## config.mk

```make
export PLATFORM = sky130hd
export DESIGN_NAME = seg_mux_decoder
export DESIGN_NICKNAME = d
export VERILOG_FILES = /design/src/rtl/seg_mux_decoder.sv
export SDC_FILE = /design/constraint.sdc
export NUM_CORES = 1
export LEC_CHECK = 0
export ABC_AREA = 1
export CAP_MARGIN = 20
export CORE_MARGIN = 4
export CORE_UTILIZATION = 40
export DETAILED_ROUTE_END_ITERATION = 10
export PLACE_DENSITY = 0.57
export REMOVE_ABC_BUFFERS = 1
export SLEW_MARGIN = 20
export SYNTH_ARGS = -nofsm -noshare
export SYNTH_HDL_FRONTEND = slang
export SYNTH_SLANG_ARGS = --single-unit
```

## constraint.sdc

```tcl
create_clock -name hwclk -period 5.67 [get_ports hwclk]
set_input_delay 1.701 -clock hwclk [delete_from_list [all_inputs] [get_ports hwclk]]
set_output_delay 1.701 -clock hwclk [all_outputs]
set_load 0.02 [all_outputs]
```

## src/rtl/seg_mux_decoder.sv

```systemverilog
// Receive side of a multiplexed 3-digit 7-segment display: synchronizes the segment and
// digit-enable lines, captures each digit once its pattern has settled, and rebuilds the
// displayed value as BCD and binary once the units digit closes a frame.
module seg_mux_decoder #(
    parameter int unsigned SETTLE  = 16,
    parameter int unsigned TIMEOUT = 2400000
) (
    input  logic       hwclk,
    input  logic       rst,
    input  logic [6:0] seg_in,
    input  logic       en_units,
    input  logic       en_tens,
    input  logic       en_hundreds,
    output logic [9:0] value,
    output logic [3:0] bcd_hundreds,
    output logic [3:0] bcd_tens,
    output logic [3:0] bcd_units,
    output logic [2:0] blank_mask,
    output logic       valid,
    output logic       frame_err,
    output logic       stale
);

    localparam int unsigned SW = 10;
    localparam int unsigned CW = (SETTLE > 2) ? $clog2(SETTLE) : 1;
    localparam int unsigned TW = $clog2(TIMEOUT + 1);

    logic [SW-1:0] sync1, sync2, prev;
    logic [CW-1:0] cnt;
    logic [TW-1:0] tcnt;

    logic [2:0] seen;
    logic [3:0] dig_h, dig_t, dig_u;
    logic       ferr;
    logic       commit;

    logic [2:0] en_c;
    logic [6:0] seg_c;
    logic       stable_c, capture_c, multi_c;
    logic       dec_ok_c;
    logic [3:0] dec_digit_c;
    logic [3:0] h_c, t_c, u_c;
    logic [9:0] sum_c;

    assign en_c      = sync2[9:7];
    assign seg_c     = sync2[6:0];
    assign stable_c  = (sync2 == prev);
    assign capture_c = stable_c && (cnt == CW'(SETTLE - 2));
    assign multi_c   = (en_c & (en_c - 3'd1)) != 3'd0;

    // Two-flop synchronizer plus a one-cycle history copy for change detection
    always_ff @(posedge hwclk) begin
        if (rst) begin
            sync1 <= '0;
            sync2 <= '0;
            prev  <= '0;
        end else begin
            sync1 <= {en_hundreds, en_tens, en_units, seg_in};
            sync2 <= sync1;
            prev  <= sync2;
        end
    end

    // Settle counter: restarts on any change, parks at SETTLE-1 so each stable run captures once
    always_ff @(posedge hwclk) begin
        if (rst) begin
            cnt <= '0;
        end else if (!stable_c) begin
            cnt <= '0;
        end else if (cnt != CW'(SETTLE - 1)) begin
            cnt <= cnt + CW'(1);
        end
    end

    // Segment pattern to digit; blank segments read as a seen zero
    always_comb begin
        dec_ok_c    = 1'b1;
        dec_digit_c = 4'd0;
        case (seg_c)
            7'h3F, 7'h00: dec_digit_c = 4'd0;
            7'h06:        dec_digit_c = 4'd1;
            7'h5B:        dec_digit_c = 4'd2;
            7'h4F:        dec_digit_c = 4'd3;
            7'h66:        dec_digit_c = 4'd4;
            7'h6D:        dec_digit_c = 4'd5;
            7'h7D:        dec_digit_c = 4'd6;
            7'h07:        dec_digit_c = 4'd7;
            7'h7F:        dec_digit_c = 4'd8;
            7'h6F:        dec_digit_c = 4'd9;
            default:      dec_ok_c    = 1'b0;
        endcase
    end

    // Frame assembly: store captured digits, flag errors, schedule a commit after units
    always_ff @(posedge hwclk) begin
        if (rst) begin
            seen   <= '0;
            ferr   <= 1'b0;
            commit <= 1'b0;
            dig_h  <= '0;
            dig_t  <= '0;
            dig_u  <= '0;
        end else begin
            commit <= 1'b0;
            if (commit) begin
                seen <= '0;
                ferr <= 1'b0;
            end
            if (capture_c && (en_c != 3'b000)) begin
                if (multi_c) begin
                    ferr <= 1'b1;
                end else begin
                    case (en_c)
                        3'b001: begin
                            seen[0] <= 1'b1;
                            dig_u   <= dec_digit_c;
                            commit  <= 1'b1;
                        end
                        3'b010: begin
                            seen[1] <= 1'b1;
                            dig_t   <= dec_digit_c;
                        end
                        default: begin
                            seen[2] <= 1'b1;
                            dig_h   <= dec_digit_c;
                        end
                    endcase
                    if (!dec_ok_c) begin
                        ferr <= 1'b1;
                    end
                end
            end
        end
    end

    // Frame digits with unseen slots forced to zero, and their binary value
    always_comb begin
        h_c   = seen[2] ? dig_h : 4'd0;
        t_c   = seen[1] ? dig_t : 4'd0;
        u_c   = seen[0] ? dig_u : 4'd0;
        sum_c = 10'(h_c) * 10'd100 + 10'(t_c) * 10'd10 + 10'(u_c);
    end

    // Output registers: update on a clean commit, pulse frame_err otherwise
    always_ff @(posedge hwclk) begin
        if (rst) begin
            value        <= '0;
            bcd_hundreds <= '0;
            bcd_tens     <= '0;
            bcd_units    <= '0;
            blank_mask   <= 3'b111;
            valid        <= 1'b0;
            frame_err    <= 1'b0;
        end else begin
            valid     <= 1'b0;
            frame_err <= 1'b0;
            if (commit) begin
                if (ferr) begin
                    frame_err <= 1'b1;
                end else begin
                    value        <= sum_c;
                    bcd_hundreds <= h_c;
                    bcd_tens     <= t_c;
                    bcd_units    <= u_c;
                    blank_mask   <= ~seen;
                    valid        <= 1'b1;
                end
            end
        end
    end

    // Staleness timer: saturates at TIMEOUT; only a clean commit clears it
    always_ff @(posedge hwclk) begin
        if (rst) begin
            tcnt  <= '0;
            stale <= 1'b1;
        end else if (commit && !ferr) begin
            tcnt  <= '0;
            stale <= 1'b0;
        end else if (tcnt != TW'(TIMEOUT)) begin
            tcnt <= tcnt + TW'(1);
            if (tcnt == TW'(TIMEOUT - 1)) begin
                stale <= 1'b1;
            end
        end
    end

endmodule

```

Word level (Yosys, flattened, before mapping) --
Cells that the tools add are included. W data, S select, Z words.
Storage, ports and cells: register bits after elaboration 101, bits in latches 0, RAM bits 0, ROM bits 0, input bits 12, output and inout bits 28, logic and storage cells 92, memories kept 0
Operators by class: $add $sub $neg 5, multiply operators 2, divide/modulo/power cells 0, $lt $le $gt $ge 0, equality and inequality tests 17, shifts and indexed selects 0, muxes and demuxes 21, bitwise operators 8, reduce and logical (&&, ||, !) cells 20
Operators by type and width (number):
- $eq A7 B7 Y1 const B | 7
- $pmux W4 S9 | 1
- $add A22 B1 Y22 const B | 1
- $eq A22 B22 Y1 const B | 1
- $ne A22 B22 Y1 const B | 1
- $eq A7 B3 Y1 const B | 2
- $mux W1 | 14
- $mux W4 | 3
- $reduce_or A11 Y1 | 1
- $add A10 B4 Y10 | 1
- $add A10 B8 Y10 | 1
- $eq A10 B10 Y1 | 1
- $mux W3 | 3
- $reduce_and A3 Y1 | 3
- $mul A4 B5 Y8 const B | 1
- $reduce_or A2 Y1 | 4
- $eq A7 B6 Y1 const B | 1
- $logic_not A7 Y1 | 1
- $mul A4 B3 Y7 const B | 1
- $not A1 Y1 | 6
- $reduce_bool A3 Y1 | 2
- $add A4 B1 Y4 const B | 1
- $eq A4 B4 Y1 const B | 1
- $ne A4 B4 Y1 const B | 1
- 10 further kinds | 14

Longest topological paths before layout --
Gate-level depths: netlist of run 1.
depth after elaboration 6, mapped depth 15, depth with buffers taken out 15

Least setup slack after synthesis of run 1 --
OpenSTA, ideal clock, no wires.
kind reg2reg, from register seen[1], to register value[7], library setup time 0.128 ns, arrival time 2.591 ns, required time 5.542 ns, slack 2.951 ns, stages on the path, launching flop included 14, buffers on the path 0, clock period less this slack 2.719 ns, cells stage by stage dfxtp_1 > nand2_1 > inv_1 > ha_1 > ha_1 > inv_1 > fa_1 > xor2_1 > ha_1 > ha_1 > a21o_1 > a21oi_1 > xor2_1 > a21oi_1
On the way: cells in the longest elaborated chain, start to end 4
RTL lines:
- from (decl) | RTL line 32 | logic [2:0] seen;
- from (signal assigned) | RTL line 97 | seen <= '0;
- from (signal assigned) | RTL line 106 | seen <= '0;
- from (signal assigned) | RTL line 120 | seen[1] <= 1'b1;
- $mux W4 | RTL line 139 | t_c = seen[1] ? dig_t : 4'd0;
- via t_c[2] | RTL line 42 | logic [3:0] h_c, t_c, u_c;
- $mul A4 B3 Y7 | RTL line 141 | sum_c = 10'(h_c) * 10'd100 + 10'(t_c) * 10'd10 + 10'(u_c);
- $add A10 B8 Y10 | RTL line 141
- $add A10 B4 Y10 | RTL line 141
- to (signal assigned) | RTL line 161 | value <= sum_c;
- to (decl) | RTL line 14 | output logic [9:0] value,
The timed path passes the listed nets, and every way through them passes these cells. A chain may end at the register's enable or synchronous reset.

==> impl_metrics.json, run 1 <==
{
  "drive_above_1_share_pct": 7.803,
  "crit_path_end_kind": "flop",
  "whs_ns": 0.4028,
  "worstPathArrival_ns": 4.04,
  "synth_simple_gate_area_share_pct": 28.99,
  "wl_per_cell_microns": 11.54,
  "grt_pass1_wl_mm": 16.73,
  "setup_viol": 0,
  "dr.pass1.iters": 5,
  "use_met3_pct": 3.940,
  "syn_area_per_cell_sq_um": 7.488,
  "ant_nets": 0,
  "synth_cell_types": 36,
  "vias": 3987,
  "p_sw_uw": 317.5,
  "syn_area_sq_mm": 0.004830,
  "finalHoldViolations": 0,
  "grt_max_degree": 40,
  "nets": 730,
  "ir_drop_mv": 0.1668,
  "min_path_type": "reg2reg",
  "grt_util_met2_pct": 23.86,
  "period_share_pct": 67.22,
  "reg2reg_depth": 14,
  "worst-setup-path-type": "in2reg",
  "clock_path_buffers": 2,
  "crit_end": "value[3]",
  "io_buffers": 39,
  "antenna_found_initial": 0,
  "grtUsageMet1_pct": 17.96,
  "grt_pass1_vias": 3697,
  "yosys.area_share.adder_pct": 8.808,
  "synth_xor_area_share_pct": 2.902,
  "post_cts.repair.setup_buffers": 0,
  "start_kind": "input pin",
  "syn2layout_area_growth_pct": 17.49,
  "place_hpwl_mm": 7.272,
  "rows": 39,
  "status": "complete, no violations",
  "slew-limit-headroom_pct": 60.92,
  "r2r-start": "seen[1]",
  "drtIter0Drc": 180,
  "worst_ep_required_time_ns": 5.90,
  "max_freq_mhz": 262.4,
  "fin_crit_ns": 3.812,
  "leakagePower_nw": 2.545,
  "fin_cells": 835,
  "setup_tns_ns": 0,
  "cts_resized": 0,
  "yosysWarnings": 0,
  "drc_errors": 0,
  "switching_share_pct": 22.45,
  "place_inst": 819,
  "power_frac_seq_pct": 51.0,
  "gp_congestion": 0.8204,
  "diodes": 0,
  "combPwrFrac_pct": 4.7,
  "yosysSeqAreaShare_pct": 41.45,
  "regToRegSetupSlack_ns": 2.59,
  "synthMuxAreaShare_pct": 0,
  "ios": 40,
  "startpoint": "rst",
  "syn_inst": 645,
  "drv_slew": 0,
  "synth_top_family_by_area": "simple AND/OR/NAND/NOR gates",
  "drt-total-wl_mm": 9.640,
  "hold_buffers": 0,
  "overflow": 0,
  "ys_ff_latch": 100,
  "synth_top_area_share_pct": 41.45,
  "p_per_area_mw_per_mm2": 249.2,
  "internal-power_mw": 1.096,
  "cts-buffers-inserted": 9,
  "busiest_layer": "met2",
  "viasPerCell": 4.775,
  "fp.dieH_microns": 117.9,
  "tritoncts": "built",
  "synth_area_leaders": "dfxtp_1, nand2_1, inv_1",
  "path_max_fanout": 39,
  "cts_max_level": 3,
  "dieArea_sq_mm": 0.01390,
  "grt_use_total_pct": 14.51,
  "die_width_microns": 117.9,
  "grt_setup_unrepaired": "no",
  "initial_core_util_pct": 41.59,
  "clkLatencyLatePin_ns": 0.34,
  "tightest_slew_ns": 0.5818,
  "cts.sinks": 100,
  "r2r_end": "value[9]",
  "fin_skew_ns": 0.008040,
  "path_clk_slew_ns": 0.07,
  "cts_root_buffer": "clkbuf_16",
  "core-area_sq_mm": 0.01161,
  "max-cap-violations": 0,
  "synth_compound_area_share_pct": 8.549,
  "clock_power_share_pct": 44.3,
  "yosys.area.top_type": "dfxtp_1"
}
==> final cells by class <==
cell class	instances	area (sq um)
Clock inverter	6	68.82
Fill cell	1174	5939
Clock buffer	10	239.0
Tap cell	143	178.9
Timing Repair Buffer	41	405.4
Multi-Input combinational cell	428	2379
Inverter	107	401.6
Sequential cell	100	2002
==> critical path, stage by stage <==
cell,delay [ns]
clkdlybuf4s50_1,0.45
buf_4,0.36
clkinv_1,0.52
nand2_1,0.55
inv_1,0.23
a22o_1,0.22
==> cells in the final DEF (no fill, tap or decap), types with 4 or more instances in the layout <==
| cell | n |
|---|---|
| nor2_4 | 5 |
| nand2_2 | 9 |
| inv_2 | 6 |
| fa_1 | 5 |
| dfxtp_1 | 100 |
| clkbuf_16 | 9 |
| nand2_1 | 130 |
| o21ai_0 | 26 |
| xnor2_1 | 8 |
| nor3_1 | 7 |
| ha_1 | 26 |
| nand4_1 | 16 |
| clkdlybuf4s50_1 | 39 |
| a22o_1 | 4 |
| inv_1 | 100 |
| nand3_1 | 24 |
| a21oi_1 | 38 |
| nor2_1 | 97 |
| xor2_1 | 8 |
| nor2_2 | 5 |
==> cells by family after synthesis <==
kind of cell | Yosys count
and+or+nand+nor | 306
buffers and inverters | 117
DFF | 100
AOI/OAI and AO/OA | 75
adders and majority gates | 31
xor gates and xnor gates | 16
==> power groups by stage <==
stage	sequential [mW]	clock [mW]	combinational, mW
5_1_grt	0.722	0.679	0.0755
3_5_place_dp	0.737	0	0.0671
3_3_place_gp	0.736	0	0.0656
2_1_floorplan	0.735	0	0.0451
4_1_cts	0.721	0.645	0.0676
6_report	0.721	0.627	0.0662
==> cell usage after synthesis (all sizes together) <==
| library cell | number |
|---|---|
| a21o | 2 |
| a21oi | 39 |
| a22o | 4 |
| a31oi | 3 |
| buf | 3 |
| clkbuf | 7 |
| clkinv | 1 |
| dfxtp | 100 |
| fa | 5 |
| ha | 26 |
| inv | 106 |
| nand2 | 139 |
| nand3 | 28 |
| nand3b | 2 |
| nand4 | 16 |
| nor2 | 108 |
| nor3 | 8 |
| nor4 | 1 |
| o21a | 1 |
| o21ai | 26 |
| or2 | 4 |
| xnor2 | 8 |
| xor2 | 8 |
==> metrics by stage <==
step,power (mW),util (%),cell area (sq um),setup WS [ns]
final,1.414,48.86,5674,1.858
after global routing,1.476,48.86,5674,1.629
after CTS,1.433,48.86,5674,1.809
after detailed placement,0.8040,46.21,5366,1.455
after global placement,0.8021,46.21,5366,1.534
after floorplan,0.7803,-,4782,2.758
==> flip-flops by register name (all words and copies together), names as in the netlist, 3 cells and up <==
signal        count
tcnt             22
prev             10
sync1            10
sync2            10
value            10
bcd_hundreds      4
bcd_tens          4
cnt               4
dig_h             4
dig_t             4
dig_u             4
bcd_units         3
blank_mask        3
seen              3
==> how the worst min path moves through the flow <==
stage | from | endpoint | depth (start not counted)
floorplan | sync1[0] | sync2[0] | 2
global placement | sync1[7] | sync2[7] | 2
detailed placement | sync1[6] | sync2[6] | 2
CTS | sync1[9] | sync2[9] | 2
global route | sync1[7] | sync2[7] | 2
finish | sync1[9] | sync2[9] | 2
==> per-layer routing <==
metal	up-vias	wire length (microns)	part of all wire, %
met3	16	391	4.1
met5	-	0	0
met1	1791	4570	47
li1	2102	-	-
met4	0	223	2.3
met2	78	4455	46
No activity file was read; power rests on OpenSTA's default activity.
==> run 2, diff against run 1 <==
- clock period: 5.67 -> 3.85 ns (I/O delays scaled with it)
==> impl_metrics.json, run 2 (synthesized netlist as in run 1, its figures left out) <==
{
  "vias": 3896,
  "hold_buffers": 0,
  "final_common_cell": "nand2_1",
  "largest_reg_flops": 22,
  "final_cell_mix": "nand2_1, inv_1, dfxtp_1",
  "slew-limit-headroom_pct": 62.09,
  "fp.dieH_microns": 117.9,
  "startpoint": "seen[1]",
  "max-cap-violations": 0,
  "leakagePower_nw": 2.548,
  "grt_setup_unrepaired": "no",
  "die_width_microns": 117.9,
  "grt_max_degree": 38,
  "regToRegSetupSlack_ns": 0.86,
  "start_kind": "flop",
  "ir_drop_mv": 0.2408,
  "syn2layout_area_growth_pct": 17.31,
  "core-area_sq_mm": 0.01161,
  "grt_use_total_pct": 14.94,
  "cts_root_buffer": "clkbuf_16",
  "overflow": 0,
  "r2r_end": "value[7]",
  "worst_ep_required_time_ns": 4.09,
  "nets": 732,
  "period_share_pct": 77.60,
  "fin_skew_ns": 0.007525,
  "r2r-start": "seen[1]",
  "reg2reg_depth": 13,
  "min_path_type": "reg2reg",
  "max_freq_mhz": 334.7,
  "worst-setup-path-type": "reg2reg",
  "status": "complete, no violations",
  "clock_path_buffers": 2,
  "grt_pass1_vias": 3799,
  "dr.pass1.iters": 4,
  "wl_per_cell_microns": 11.50,
  "rows": 39,
  "finalHoldViolations": 0,
  "path_clk_slew_ns": 0.07,
  "cts-buffers-inserted": 9,
  "ant_nets": 0,
  "top_register": "tcnt",
  "seq_area_sq_mm": 0.002002,
  "setup_tns_ns": 0,
  "setup_viol": 0,
  "drc_errors": 0,
  "viasPerCell": 4.655,
  "dieArea_sq_mm": 0.01390,
  "cts_max_level": 3,
  "crit_path_end_kind": "flop",
  "place_hpwl_mm": 7.268,
  "cts.sinks": 100,
  "path_max_fanout": 7,
  "antenna_found_initial": 0,
  "crit_end": "value[7]",
  "worstPathArrival_ns": 3.22,
  "drive_above_1_share_pct": 8.069,
  "whs_ns": 0.4019,
  "gp_congestion": 0.8547,
  "initial_core_util_pct": 41.59,
  "clkLatencyLatePin_ns": 0.36,
  "multi_input_area_sq_mm": 0.002379,
  "cts_resized": 0,
  "drv_slew": 0,
  "ios": 40,
  "fillers": 1179,
  "tritoncts": "built",
  "post_cts.repair.setup_buffers": 0,
  "tightest_slew_ns": 0.5680,
  "io_buffers": 39,
  "fin_crit_ns": 2.988,
  "p_per_area_mw_per_mm2": 356.7,
  "grt_pass1_wl_mm": 17.04,
  "drtIter0Drc": 225,
  "drt-total-wl_mm": 9.623,
  "diodes": 0
}
==> run 2: cell types whose count changed in the layout (fill, tap and decap cells not counted), sizes merged <==
cell | previous run | this run
clkinvlp | 1 | 0
bufinv | 1 | 0
buf | 2 | 4
clkbuf | 10 | 9
clkinv | 2 | 5
==> run 2: layout make-up <==
type	instances	share of cell area (%)
Tap cell	143	3.158
Sequential cell	100	35.34
Clock inverter	7	1.038
Multi-Input combinational cell	428	41.98
Clock buffer	9	3.975
Timing Repair Buffer	43	7.420
Inverter	107	7.089
==> run 2: critical path, cell delays in order (launching register included) <==
cell and delay (ns):
dfxtp_1 0.43, nand2_1 0.15, inv_1 0.11, ha_1 0.15
ha_1 0.15, inv_1 0.05, fa_1 0.37, xor2_1 0.17
ha_1 0.28, ha_1 0.36, a21o_1 0.21, a21oi_1 0.15
xor2_1 0.20, a21oi_1 0.08
==> run 2: worst min-delay path by stage <==
stage | start | endpoint | depth (start not counted)
after floorplan | sync1[0] | sync2[0] | 2
after global placement | sync1[3] | sync2[3] | 2
after global routing | sync1[1] | sync2[1] | 2
after CTS | sync1[3] | sync2[3] | 2
after detailed placement | sync1[3] | sync2[3] | 2
final | sync1[6] | sync2[6] | 2
==> run 2: where the power goes <==
part	total, mW	internal [mW]	switching, mW	leakage (nW)
logic	0.0989	0.0381	0.0609	1.59
registers	1.06	1.05	0.0116	0.811
clock network	0.860	0.449	0.411	0.144
total	2.02	1.54	0.484	2.55
==> run 2: stage by stage <==
stage / cell area [sq um] / power (mW) / utilization, % / setup WS (ns) / instances
4_1_cts: 5665 / 2.058 / 48.78 / 0.8496 / 837
2_1_floorplan: 4782 / 1.149 / - / 1.131 / 635
3_5_place_dp: 5381 / 1.186 / 46.34 / 0.8740 / 821
6_report: 5665 / 2.021 / 48.78 / 0.8622 / 837
5_1_grt: 5665 / 2.119 / 48.78 / 0.5962 / 837
3_3_place_gp: 5381 / 1.184 / 46.34 / 0.9285 / 821
==> run 2: per-layer routing <==
layer  share of wire [%]  global-route usage (%)  up-vias
met1                  48                   18.04     1722
li1                    -                       -     2101
met4                 1.6                   5.201        0
met5                   0                       0        -
met3                 4.2                   5.142       14
met2                  46                   24.76       59
==> edit 1, RTL diff (flow settings as in run 1) <==
Add an input register stage for `seg_in`, `en_units`, `en_tens` and `en_hundreds`, with the module's reset; this delays them by one clock.
--- a/src/rtl/seg_mux_decoder.sv
+++ b/src/rtl/seg_mux_decoder.sv
@@ -25,6 +25,25 @@
     localparam int unsigned CW = (SETTLE > 2) ? $clog2(SETTLE) : 1;
     localparam int unsigned TW = $clog2(TIMEOUT + 1);
 
+    logic [6:0] seg_q;
+    logic en_units_q;
+    logic en_tens_q;
+    logic en_hundreds_q;
+
+    always_ff @(posedge hwclk) begin
+        if (rst) begin
+            seg_q         <= '0;
+            en_units_q    <= '0;
+            en_tens_q     <= '0;
+            en_hundreds_q <= '0;
+        end else begin
+            seg_q         <= seg_in;
+            en_units_q    <= en_units;
+            en_tens_q     <= en_tens;
+            en_hundreds_q <= en_hundreds;
+        end
+    end
+
     logic [SW-1:0] sync1, sync2, prev;
     logic [CW-1:0] cnt;
     logic [TW-1:0] tcnt;
@@ -55,7 +74,7 @@
             sync2 <= '0;
             prev  <= '0;
         end else begin
-            sync1 <= {en_hundreds, en_tens, en_units, seg_in};
+            sync1 <= {en_hundreds_q, en_tens_q, en_units_q, seg_q};
             sync2 <= sync1;
             prev  <= sync2;
         end
Function: same outputs for any inputs over 10 cycles, from zero or initial values and one cycle with rst high; that may be too few to reach the edited logic, so the function may still have changed.
==> edit 1 against run 1 <==
Total power up 7.2%. Routed wire length up 0.45%. Die area up 5.5%. Cell area up 5.6%. Area after synthesis up 5.9%. Setup slack better by 0.42 ns. Sequential cell count up 10. Final cell count up 10%.
==> edit 1: results (changes against run 1) <==
{| class="wikitable"
! Metric !! Value
|-
| Result of the run || completed
|-
| Part of the total power dissipated in sequential elements || 52.2% (+1.2 points)
|-
| Crit-path max FO || 49 (+26%)
|-
| Placed Cells || 903 (+10%)
|-
| PwrDens || 253 nW/µm² (+1.5%)
|-
| Share of Yosys cell area claimed by the top area cell type || 43.1% (+1.6 points)
|-
| Number of levels in the clock H-tree || 3 (unchanged)
|-
| Met3 Wirelength || 444 µm (+14%)
|-
| Maximum cell stage delay along the critical path || 0.62 ns (+0.07 ns)
|-
| Final Routed Wirelength || 9680 µm (+0.45%)
|-
| Data arrival at the endpoint of the critical path || 3.63 ns (-0.41 ns)
|-
| Maximum vdd drop || 0.199 mV (+19%)
|-
| Instance area after placement || 5680 µm² (+5.8%)
|-
| Relative max-transition margin || 45.2% (-16 points)
|-
| Register-to-register setup slack || 2.54 ns (-0.05 ns)
|-
| Post-synth cell types || 34 (-5.6%)
|-
| Filler instances || 1287 (+9.6%)
|-
| Leakage power || 2.74 nW (+7.7%)
|-
| Fraction of final layout cells with drive strength greater than 1 || 5.89% (-1.9 points)
|-
| Routed length on met2 || 4500 µm (+1.1%)
|-
| Flip-flop count of the largest register, all copies and words added || 22 (unchanged)
|-
| Final weighted congestion of routability-driven global placement || 0.782 (-4.7%)
|-
| Top cells by area, synth || dfxtp_1, nand2_1, inv_1, nor2_1, ha_1
|-
| Global Route Usage Sum || 14.4% (-0.16 points)
|-
| GR Overflow Total || 0 (unchanged)
|-
| Top routing layer in use || met4
|-
| End of the critical path || value[2]$_SDFFE_PP0P_
|-
| DRT iter0 DRCs || 225 (+25%)
|-
| Antenna violations before repair || 0 (unchanged)
|-
| Top cells by count, synth || nand2_1, inv_1, dfxtp_1
|-
| Switching share of power || 21.1% (-1.3 points)
|-
| Maximum number of pins on one net before global-route repair || 50 (+25%)
|-
| Place WS || 1.87 ns (+0.413 ns)
|-
| Buffers inserted during post-CTS setup optimization || 0 (unchanged)
|-
| Length of the first detailed-routing pass in iterations || 4 (-1)
|-
| Clock net power || 659 µW (+5.1%)
|-
| Via Count || 4108 (+3.0%)
|-
| Wire length of the first global-routing pass || 17100 µm (+2.0%)
|-
| Reg2Reg Depth || 15 (+1)
|-
| Worst clock skew || 0.00396 ns (-0.00408 ns)
|-
| Detailed Place HPWL || 7280 µm (+0.16%)
|-
| Final nets || 784 (+7.4%)
|-
| Mapped Avg Cell Area || 7.29 µm² (-2.6%)
|-
| Crit-path slowest cell || buf_2
|-
| Capture instance of the worst register-to-register path || value[8]$_SDFFE_PP0P_
|-
| Clock tree buffer depth || 2 (unchanged)
|-
| Routed length on met1 || 4620 µm (+1.1%)
|-
| Worst reg2reg startpoint || seen[2]$_SDFF_PP0_
|-
| Source of the critical timing path || rst
|-
| Sequential cell area fraction in the yosys report || 43.1% (+1.6 points)
|-
| DR vias/cell || 4.47 (-6.4%)
|-
| Number of global-route vias before repair || 3917 (+6.0%)
|-
| Synth async-reset ratio || 0% (unchanged)
|}
==> edit 1: cell types whose count changed in the layout (fill, tap and decap cells not counted), sizes merged, moves of 7 or more <==
cell / before / now
nand2: 139 / 164
a21oi: 39 / 31
dfxtp: 100 / 110
nor2: 108 / 115
inv: 109 / 127
==> edit 1: cells by family (layout without fill, tap and decap cells) <==
kind of cell | after synthesis | in the layout | synth area share (%)
AND/OR/NAND/NOR | 336 | 336 | 28.7
buffers and inverters | 140 | 186 | 10.4
AO/OA/AOI/OAI | 70 | 70 | 7.34
flip-flops | 110 | 110 | 43.1
XOR/XNOR | 15 | 15 | 2.57
adder cells (fa/ha/maj) | 30 | 30 | 7.93
==> edit 1: metal layers <==
layer  vias to the layer above  GRT usage, %
li1                       2236             -
met1                      1798          17.7
met2                        63          24.1
met3                        11          4.48
met4                         0          4.25
met5                         -             0
==> edit 1: cell type report <==
cell class	count	area [µm²]	share of cell area [%]
multi-input cells	451	2380	39.7
flip-flops and latches	110	2200	36.7
inverters	129	484	8.08
repair buffers	41	400	6.68
clock buffers	10	229	3.82
well taps	172	215	3.59
clock inverters	6	86.3	1.44
==> edit 1: worst min-delay path by stage <==
stage / startpoint / endpoint / slack, ns / depth (start not counted)
floorplan: seg_q[0]$_SDFF_PP0_ / sync1[0]$_SDFF_PP0_ / 0.39 / 2
global placement: sync1[3]$_SDFF_PP0_ / sync2[3]$_SDFF_PP0_ / 0.39 / 2
detailed placement: sync1[2]$_SDFF_PP0_ / sync2[2]$_SDFF_PP0_ / 0.39 / 2
CTS: sync1[3]$_SDFF_PP0_ / sync2[3]$_SDFF_PP0_ / 0.40 / 2
global route: sync1[6]$_SDFF_PP0_ / sync2[6]$_SDFF_PP0_ / 0.41 / 2
finish: sync1[2]$_SDFF_PP0_ / sync2[2]$_SDFF_PP0_ / 0.40 / 2
==> edit 2, RTL diff (flow settings as in run 1) <==
Made on the original files. Change the parameter `TIMEOUT` from 2400000 to 4800000.
--- a/src/rtl/seg_mux_decoder.sv
+++ b/src/rtl/seg_mux_decoder.sv
@@ -3,7 +3,7 @@
 // displayed value as BCD and binary once the units digit closes a frame.
 module seg_mux_decoder #(
     parameter int unsigned SETTLE  = 16,
-    parameter int unsigned TIMEOUT = 2400000
+    parameter int unsigned TIMEOUT = 4800000
 ) (
     input  logic       hwclk,
     input  logic       rst,
Function: same outputs for any inputs over 10 cycles, from zero or initial values and one cycle with rst high; that may be too few to reach the edited logic, so the function may still have changed.
==> edit 2 against run 1 <==
Register-to-register slack lost 0.12 ns. Sequential share of layout area increased by 0.10 points. Critical endpoint is now value[1]$_SDFFE_PP0P_. Setup slack improved by 0.37 ns. Cell area grew 0.71%. Sequential cell count grew 1. Largest cell class unchanged. Routed wire length grew 1.7%. Total power fell by 3.2%. Clock power fell by 8.3%. Area after synthesis up 1.3%.
==> edit 2: results (changes against run 1) <==
{| class="wikitable"
! Metric !! Value
|-
| Result of the run || completed
|-
| Crit-path max FO || 17 (-56%)
|-
| Number of global-route vias before repair || 3810 (+3.1%)
|-
| End point of the most critical hold path || sync2[5]$_SDFF_PP0_
|-
| Leakage power || 2.59 nW (+1.9%)
|-
| Routed length on met2 || 4480 µm (+0.65%)
|-
| Met3 Wirelength || 415 µm (+6.1%)
|-
| Worst clock skew || 0.00676 ns (-0.00128 ns)
|-
| Register-to-register setup slack || 2.47 ns (-0.12 ns)
|-
| Transition time at the pin with the least slew margin || 0.597 ns (+0.0156 ns)
|-
| Detailed Place HPWL || 7430 µm (+2.1%)
|-
| Final nets || 748 (+2.5%)
|-
| Data arrival at the endpoint of the critical path || 3.68 ns (-0.36 ns)
|-
| Routed length on met1 || 4740 µm (+3.7%)
|-
| Worst reg2reg startpoint || seen[2]$_SDFF_PP0_
|-
| Post-synth cell types || 33 (-8.3%)
|-
| Top cells by area, synth || dfxtp_1, nand2_1, nor2_1, inv_1, ha_1
|-
| Length of the first detailed-routing pass in iterations || 4 (-1)
|-
| Switching share of power || 23.0% (+0.51 points)
|-
| Instance area after placement || 5430 µm² (+1.2%)
|-
| Antenna diode count || 0 (unchanged)
|-
| Final weighted congestion of routability-driven global placement || 0.804 (-2.0%)
|-
| Fraction of final layout cells with drive strength greater than 1 || 7.32% (-0.48 points)
|-
| Maximum vdd drop || 0.148 mV (-11%)
|-
| Sequential cell area fraction in the yosys report || 41.3% (-0.13 points)
|-
| Global Route Usage Sum || 14.5% (+0.017 points)
|-
| EDFF count, synth || 0 (unchanged)
|-
| Via Count || 4010 (+0.58%)
|-
| Filler instances || 1196 (+1.9%)
|-
| Maximum number of pins on one net before global-route repair || 37 (-7.5%)
|-
| DRT iter0 DRCs || 203 (+13%)
|}
[edit 2: changes by cell type in the layout (fill, tap and decap cells not counted), sizes merged, moves of 2 or more]
cell / delta
nand3b: -2
inv: -3
o21ai: -3
nor2: +8
a21oi: -2
nand4: -4
xor2: +4
xnor2: -5
o21a: +2
a31oi: -2
nand2: +16
clkinvlp: +2
[edit 2: cell families (layout without fill, tap and decap cells)]
kind of cell	after synthesis	in the layout	share of synthesized area, %
AO/OA/AOI/OAI	72	72	8.05
adder cells (fa/ha/maj)	31	31	8.69
buffers and inverters	117	163	9.13
XOR/XNOR	15	15	2.68
AND/OR/NAND/NOR	328	328	30.1
flip-flops	101	101	41.3
[edit 2: how the worst max path moves through the flow]
stage	from	to	slack [ns]	depth (start not counted)
finish	rst	value[1]$_SDFFE_PP0P_	2.23	5
global route	rst	value[2]$_SDFFE_PP0P_	2.02	5
CTS	rst	tcnt[5]$_SDFFE_PP0N_	2.10	5
detailed placement	rst	tcnt[5]$_SDFFE_PP0N_	1.73	5
global placement	rst	tcnt[12]$_SDFFE_PP0N_	1.78	5
floorplan	rst	tcnt[5]$_SDFFE_PP0N_	2.86	4
[edit 2: layout make-up]
type,count,share of cell area (%)
Clock inverter,5,0.635
Tap cell,147,3.22
Inverter,107,7.03
Clock buffer,11,4.25
Multi-Input combinational cell,446,42.5
Sequential cell,101,35.4
Timing Repair Buffer,40,6.96
[edit 2: power by group through the flow]
| stage | Combinational, mW | Sequential, mW | Clock [mW] |
|---|---|---|---|
| finish | 0.0665 | 0.728 | 0.575 |
| global route | 0.0757 | 0.729 | 0.627 |
| CTS | 0.0675 | 0.728 | 0.598 |
| detailed placement | 0.0673 | 0.744 | 0 |
| global placement | 0.0658 | 0.744 | 0 |
| floorplan | 0.0457 | 0.742 | 0 |
[edit 2: through the flow]
stage / power, mW / setup WS, ns / instances / util (%) / hold slack [ns]
after CTS: 1.39 / 2.10 / 857 / 47.5 / 0.400
after global placement: 0.810 / 1.78 / 841 / 45.2 / 0.390
final: 1.37 / 2.23 / 857 / 47.6 / 0.399
after global routing: 1.43 / 2.02 / 857 / 47.6 / 0.424
after floorplan: 0.788 / 2.86 / 654 / - / 0.388
after detailed placement: 0.811 / 1.73 / 841 / 45.2 / 0.392
[edit 2: layer usage]
metal / GRT usage [%] / vias to the layer above
met5: 0 / -
met4: 5.79 / 0
met3: 3.59 / 12
met2: 23.7 / 67
met1: 18.4 / 1783
li1: - / 2148
[edit 2: worst max-delay path, stage by stage]
cell and delay (ns):
clkdlybuf4s50_1 0.63, inv_1 0.30, nand2_1 0.45, clkinv_1 0.33, a22o_1 0.25
